File: src/rtl/display_write_sequencer.sv
// Purpose: shares the 8-digit display RAM write port between two requesters (A left, B right), BCD-converts and blanks.
// Latency: 20 cycles from the IDLE grant cycle to ack (14 CONV, 4 WRITE, 1 ACK); CLEAR runs 8 writes after reset.
// Backpressure: requests hold until acked; req is sampled only in IDLE, round-robin on ties, so no requester can starve.
module display_write_sequencer #(
  parameter int unsigned BASE_A = 4,
  parameter int unsigned BASE_B = 0
) (
  input  logic        clk,
  input  logic        rst,
  input  logic        req_a,
  input  logic        req_b,
  input  logic [13:0] val_a,
  input  logic [13:0] val_b,
  input  logic [3:0]  dp_a,
  input  logic [3:0]  dp_b,
  output logic        ack_a,
  output logic        ack_b,
  output logic        sat_a,
  output logic        sat_b,
  output logic        busy,
  output logic        W,
  output logic [2:0]  WADD,
  output logic [5:0]  DIN
);

  typedef enum logic [2:0] {S_CLEAR, S_IDLE, S_CONV, S_WRITE, S_ACK} state_t;

  state_t      state_q, state_d;
  logic [3:0]  cnt_q, cnt_d;        // clear index, conversion step or digit index
  logic [15:0] bcd_q, bcd_d;
  logic [13:0] bin_q, bin_d;
  logic [3:0]  dp_q, dp_d;
  logic        sel_b_q, sel_b_d;    // requester currently being served is B
  logic        last_b_q, last_b_d;  // last grant went to B
  logic        clamp_q, clamp_d;    // captured value was clamped to 9999
  logic        w_q, w_d;
  logic [2:0]  wadd_q, wadd_d;
  logic [5:0]  din_q, din_d;
  logic        ack_a_q, ack_a_d, ack_b_q, ack_b_d;
  logic        sat_a_q, sat_a_d, sat_b_q, sat_b_d;
  logic        busy_q, busy_d;

  logic        grant_a, grant_b;
  logic [13:0] raw;
  logic [15:0] adj;
  logic [15:0] upper;
  logic [2:0]  base_sel;

  // On a tie the requester not served last wins.
  assign grant_a  = req_a & (~req_b | last_b_q);
  assign grant_b  = req_b & ~grant_a;
  assign base_sel = sel_b_q ? BASE_B[2:0] : BASE_A[2:0];

  // Double-dabble correction: add 3 to every BCD nibble of 5 or more before the shift.
  always_comb begin
    adj = bcd_q;
    for (int k = 0; k < 4; k++) begin
      if (bcd_q[4*k +: 4] >= 4'd5) adj[4*k +: 4] = bcd_q[4*k +: 4] + 4'd3;
    end
  end

  // Next-state and registered-output computation; outputs are aligned to the state they describe.
  always_comb begin
    state_d  = state_q;
    cnt_d    = cnt_q;
    bcd_d    = bcd_q;
    bin_d    = bin_q;
    dp_d     = dp_q;
    sel_b_d  = sel_b_q;
    last_b_d = last_b_q;
    clamp_d  = clamp_q;
    w_d      = 1'b0;
    wadd_d   = wadd_q;
    din_d    = din_q;
    ack_a_d  = 1'b0;
    ack_b_d  = 1'b0;
    sat_a_d  = sat_a_q;
    sat_b_d  = sat_b_q;
    raw      = grant_b ? val_b : val_a;
    upper    = 16'd0;

    case (state_q)
      S_CLEAR: begin
        if (cnt_q == 4'd8) begin
          state_d = S_IDLE;
          cnt_d   = 4'd0;
        end else begin
          cnt_d  = cnt_q + 4'd1;
          w_d    = 1'b1;
          wadd_d = cnt_q[2:0];
          din_d  = 6'd0;
        end
      end
      S_IDLE: begin
        if (grant_a || grant_b) begin
          state_d  = S_CONV;
          cnt_d    = 4'd0;
          sel_b_d  = grant_b;
          last_b_d = grant_b;
          clamp_d  = (raw > 14'd9999);
          bin_d    = (raw > 14'd9999) ? 14'd9999 : raw;
          bcd_d    = 16'd0;
          dp_d     = grant_b ? dp_b : dp_a;
        end
      end
      S_CONV: begin
        bcd_d = {adj[14:0], bin_q[13]};
        bin_d = {bin_q[12:0], 1'b0};
        if (cnt_q == 4'd13) begin
          state_d = S_WRITE;
          cnt_d   = 4'd0;
        end else begin
          cnt_d = cnt_q + 4'd1;
        end
      end
      S_WRITE: begin
        if (cnt_q == 4'd3) state_d = S_ACK;
        else cnt_d = cnt_q + 4'd1;
      end
      S_ACK: begin
        state_d = S_IDLE;
      end
      default: begin
        state_d = S_CLEAR;
        cnt_d   = 4'd0;
      end
    endcase

    // A digit is blanked only when it and every more significant digit are zero; digit 0 always shows.
    if (state_d == S_WRITE) begin
      upper  = bcd_d >> {cnt_d[1:0], 2'b00};
      w_d    = 1'b1;
      wadd_d = base_sel + cnt_d[2:0];
      din_d  = {(cnt_d[1:0] == 2'd0) || (upper != 16'd0), upper[3:0], dp_q[cnt_d[1:0]]};
    end

    if (state_d == S_ACK) begin
      if (sel_b_q) begin
        ack_b_d = 1'b1;
        sat_b_d = clamp_q;
      end else begin
        ack_a_d = 1'b1;
        sat_a_d = clamp_q;
      end
    end

    busy_d = (state_d != S_IDLE);
  end

  // State and output registers; reset restarts the RAM clear and forgets any transfer in flight.
  always_ff @(posedge clk or posedge rst) begin
    if (rst) begin
      state_q  <= S_CLEAR;
      cnt_q    <= 4'd0;
      bcd_q    <= 16'd0;
      bin_q    <= 14'd0;
      dp_q     <= 4'd0;
      sel_b_q  <= 1'b0;
      last_b_q <= 1'b1;
      clamp_q  <= 1'b0;
      w_q      <= 1'b0;
      wadd_q   <= 3'd0;
      din_q    <= 6'd0;
      ack_a_q  <= 1'b0;
      ack_b_q  <= 1'b0;
      sat_a_q  <= 1'b0;
      sat_b_q  <= 1'b0;
      busy_q   <= 1'b1;
    end else begin
      state_q  <= state_d;
      cnt_q    <= cnt_d;
      bcd_q    <= bcd_d;
      bin_q    <= bin_d;
      dp_q     <= dp_d;
      sel_b_q  <= sel_b_d;
      last_b_q <= last_b_d;
      clamp_q  <= clamp_d;
      w_q      <= w_d;
      wadd_q   <= wadd_d;
      din_q    <= din_d;
      ack_a_q  <= ack_a_d;
      ack_b_q  <= ack_b_d;
      sat_a_q  <= sat_a_d;
      sat_b_q  <= sat_b_d;
      busy_q   <= busy_d;
    end
  end

  assign W     = w_q;
  assign WADD  = wadd_q;
  assign DIN   = din_q;
  assign ack_a = ack_a_q;
  assign ack_b = ack_b_q;
  assign sat_a = sat_a_q;
  assign sat_b = sat_b_q;
  assign busy  = busy_q;

endmodule

File: config.mk
export PLATFORM = sky130hd
export DESIGN_NAME = display_write_sequencer
export DESIGN_NICKNAME = d
export VERILOG_FILES = /design/src/rtl/display_write_sequencer.sv
export SDC_FILE = /design/constraint.sdc
export NUM_CORES = 1
export LEC_CHECK = 0
export ABC_CLOCK_PERIOD_IN_PS = 3660
export CORE_MARGIN = 4
export CORE_UTILIZATION = 35
export CTS_BUF_LIST = sky130_fd_sc_hd__clkbuf_8
export CTS_CLUSTER_DIAMETER = 200
export DETAILED_ROUTE_END_ITERATION = 7
export PLACE_DENSITY = 0.6
export SKIP_CTS_REPAIR_TIMING = 1
export SYNTH_ARGS = -nofsm -noshare
export SYNTH_HDL_FRONTEND = slang
export SYNTH_SLANG_ARGS = --single-unit
File: constraint.sdc
create_clock -name clk -period 3.66 [get_ports clk]
set_input_delay 0.732 -clock clk [delete_from_list [all_inputs] [get_ports clk]]
set_output_delay 0.732 -clock clk [all_outputs]
set_load 0.1 [all_outputs]
==> results.sh <==
export IMPL_fp_dieW_um=106
export IMPL_cap_violations=0
export IMPL_cp_cell_sequence="ha_1 > or3b_1 > a22oi_2 > nand2_1 > a21oi_2 > buf_4 > mux2_1 > nor4_2 > o31ai_1"
export IMPL_p_total_w=0.00378
export IMPL_nFillCells=922
export IMPL_grt_pass1_wl_mm=13.7
export IMPL_tightest_slew_ns=0.969
export IMPL_drv_slew=0
export IMPL_ios=55
export IMPL_die_height_um=106
export IMPL_synthesis_nets=402
export IMPL_end_kind="register"
export IMPL_p_seq_frac=0.298
export IMPL_clock_sinks=59
export IMPL_reg2reg_from="cnt_q[0]$_DFF_PP0_"
export IMPL_reg2reg_to="DIN[5]$_DFFE_PP0P_"
export IMPL_timing_final_crit_share=0.773
export IMPL_leakagePower_nw=1.83
export IMPL_rr_worst_depth=9
export IMPL_grt_start_max_net_pins=30
export IMPL_crit_family="simple AND/OR/NAND/NOR gates"
export IMPL_synthTopCellsByArea="dfrtp_1 43%, nand2_1 6.4%, mux2i_1 4.2%, ha_1 4.1%, o21ai_0 2.8%"
export IMPL_hold_class="reg -> reg"
export IMPL_wl_per_cell_um=15.0
export IMPL_syn_mean_instance_area_um2=9.54
export IMPL_comb_power_share=0.566
export IMPL_crit_fanout=8
export IMPL_drt_total_wl_mm=8.09
export IMPL_holdPathEnd="bin_q[1]$_DFFE_PP0P_"
export IMPL_portBuffers=54
export IMPL_relSlewSlack=0.352
export IMPL_ant_nets=0
export IMPL_rows=35
export IMPL_synth_top_family_by_area="simple AND/OR/NAND/NOR gates"
export IMPL_setup_tns_ns=0
export IMPL_ys_warn_count=0
export IMPL_p_int_w=0.00198
export IMPL_syn_inst=351
export IMPL_yosysSeqAreaShare=0.442
export IMPL_path_clk_slew_ns=0.07
export IMPL_routabilityCongestion=0.876
export IMPL_skew_ns=0.0108
export IMPL_pwr_share_clk=0.136
export IMPL_setup_violations=0
export IMPL_ys_types=59
export IMPL_holdPathStages=2
export IMPL_synth_xor_area_frac=0.0209
export IMPL_vias_per_cell=5.23
export IMPL_pre_cts_slack_ns=0.523
export IMPL_syn_area_mm2=0.00335
export IMPL_grt_usage=0.152
export IMPL_grt_pass1_vias=2792
export IMPL_ys_ff_latch=59
export IMPL_remaining_drc_errors=0
export IMPL_tritoncts="done"
export IMPL_clockBufferDepth=2
export IMPL_drive_above_1_share=0.110
export IMPL_core_area_mm2=0.00928
export IMPL_finalNetCount=457
export IMPL_crit_arrival_ns=3.05
export IMPL_path_buf_inv=1
export IMPL_dpl_hpwl_mm=6.18
export IMPL_crit_path_start_kind="register"
export IMPL_synthFlopType="dfrtp_1"
export IMPL_antenna_found_initial=0
export IMPL_overflow=0
export IMPL_drtIter0Drc=137
export IMPL_async_reset_ff_frac=1.00
export IMPL_power_density_mw_per_mm2=900
export IMPL_grt_setup_unrepaired="false"
export IMPL_outcome="complete, no violations"
export IMPL_crit_slowest_cell="dfrtp_1"
export IMPL_worst_setup_path_type="reg -> reg"
export IMPL_synth_simple_area_share=0.188
export IMPL_worst_r2r_setup_slack_ns=0.83
export IMPL_start_util=0.361
export IMPL_cts_root_buf="clkbuf_8"
export IMPL_synth_edf_count=0
export IMPL_hold_viol=0
export IMPL_yosysTopAreaCell="dfrtp_1"
export IMPL_fmax_ghz=0.353
export IMPL_cts_made_buffers=9
export IMPL_layout_min_cycle_time_ns=2.83
export IMPL_synth_compound_area_frac=0.185
export IMPL_netlist_area_leader_share=0.426
export IMPL_synth_commonest_cells="57 x dfrtp_1, 57 x nand2_1, 19 x o21ai_0, 17 x a21oi_1, 15 x inv_1"
export IMPL_required_ns=3.88
export IMPL_switching_share=0.477
export IMPL_max_stage_delay_ns=0.42
export IMPL_min_delay_start="bin_q[0]$_DFFE_PP0P_"
export IMPL_synth_fa_ha_area_frac=0.0411
export IMPL_num_antenna_cells=0
export IMPL_htreeDepth=3
export IMPL_via_count=2819
export IMPL_power_switching_w=0.00180
export IMPL_clk_latency_ns=0.35
export IMPL_muxShareOfSynthArea=0.0788
export IMPL_fin_ws_ns=0.830
export IMPL_dieArea_mm2=0.0112
export IMPL_synthToLayoutAreaGrowth_pct=25.4
export IMPL_peakVddDrop_uv=268
export IMPL_first_pass_iters=4
cells by family (layout without fill, tap and decap cells):
| kind of cell | after synthesis | in the layout |
|---|---|---|
| mux | 24 | 24 |
| compound gates | 93 | 93 |
| flops | 59 | 59 |
| buf+inv | 35 | 94 |
| xor+xnor | 8 | 8 |
| fa+ha+maj | 11 | 11 |
| simple gates | 121 | 121 |
stage by stage:
stage	instances	area (um^2)	utilization	hold WS, ns
floorplan	351	3350	-	0.450
global placement	524	4030	0.434	0.461
detailed placement	524	4030	0.434	0.477
CTS	539	4200	0.452	0.491
global route	539	4200	0.452	0.509
finish	539	4200	0.452	0.489
worst max path at each step:
stage,start,endpoint,cells after the start
3_3_place_gp,req_a,DIN[5]$_DFFE_PP0P_,9
5_1_grt,cnt_q[0]$_DFF_PP0_,DIN[5]$_DFFE_PP0P_,9
4_1_cts,cnt_q[0]$_DFF_PP0_,DIN[5]$_DFFE_PP0P_,9
2_1_floorplan,cnt_q[0]$_DFF_PP0_,DIN[5]$_DFFE_PP0P_,9
3_5_place_dp,req_a,DIN[5]$_DFFE_PP0P_,7
6_report,cnt_q[0]$_DFF_PP0_,DIN[5]$_DFFE_PP0P_,9
power groups by stage:
stage	combinational [W]	sequential, W	clock [W]
3_5_place_dp	0.00213	0.00114	0
3_3_place_gp	0.00211	0.00113	0
2_1_floorplan	0.00139	0.00137	0
5_1_grt	0.00235	0.00117	0.000555
4_1_cts	0.00215	0.00113	0.000529
6_report	0.00214	0.00113	0.000513
cell type report:
| class | instances | area, um^2 | share of cell area |
|---|---|---|---|
| timing repair buffer | 64 | 616 | 0.147 |
| sequential | 59 | 1480 | 0.352 |
| clock buffer | 9 | 124 | 0.0295 |
| inverter | 15 | 56.3 | 0.0134 |
| clock inverter | 6 | 42.5 | 0.0101 |
| tap | 129 | 161 | 0.0384 |
| multi-input combinational | 257 | 1720 | 0.410 |
flip-flops by register name (all words and copies together), names as in the netlist, 3 cells and up:
| name | count |
|---|---|
| cnt_q | 4 |
| state_q | 3 |
| bin_q | 14 |
| WADD | 3 |
| DIN | 6 |
| bcd_q | 16 |
| dp_q | 4 |
metal layers:
layer | track usage | up-vias | routed length, um
met5 | 0 | - | 0
met4 | 0.0444 | 0 | 103
met3 | 0.0392 | 15 | 499
met2 | 0.246 | 96 | 3750
met1 | 0.201 | 1322 | 3730
li1 | - | 1386 | -
worst register-to-register path: cells and delay by family (launching register included):
kind | cells | cell delay [ns]
compound gates | 3 | 0.67
simple gates | 3 | 0.79
flops | 1 | 0.42
buf+inv | 1 | 0.23
fa+ha+maj | 1 | 0.23
mux | 1 | 0.36
placed cells by master (no fill, tap or decap), types with 2 or more instances in the layout:
master and instances:
dfrtp_1 57, nand2_1 57, clkdlybuf4s50_1 54, o21ai_0 19
a21oi_1 17, mux2i_1 14, inv_1 14, nand3_1 12
a31oi_1 11, ha_1 11, buf_4 10, nor2_1 9
clkbuf_8 9, mux2_2 6, nand2b_1 6, o21ai_1 5
a22oi_1 5, nor3b_1 5, o22ai_1 5, and3_1 4
nor3_1 4, or4_1 4, a221o_1 4, xnor2_1 4
xor2_1 4, o32ai_1 4, nor2b_1 3, mux2_1 3
nor4b_1 3, o31ai_1 3, or3b_2 3, a21o_1 3
nand4_1 2, or3b_1 2, a22o_1 2, a311o_1 2
o221ai_1 2, dfstp_2 2, clkinvlp_4 2, clkinv_2 2
Note: power is estimated with default switching activity, not from simulation.
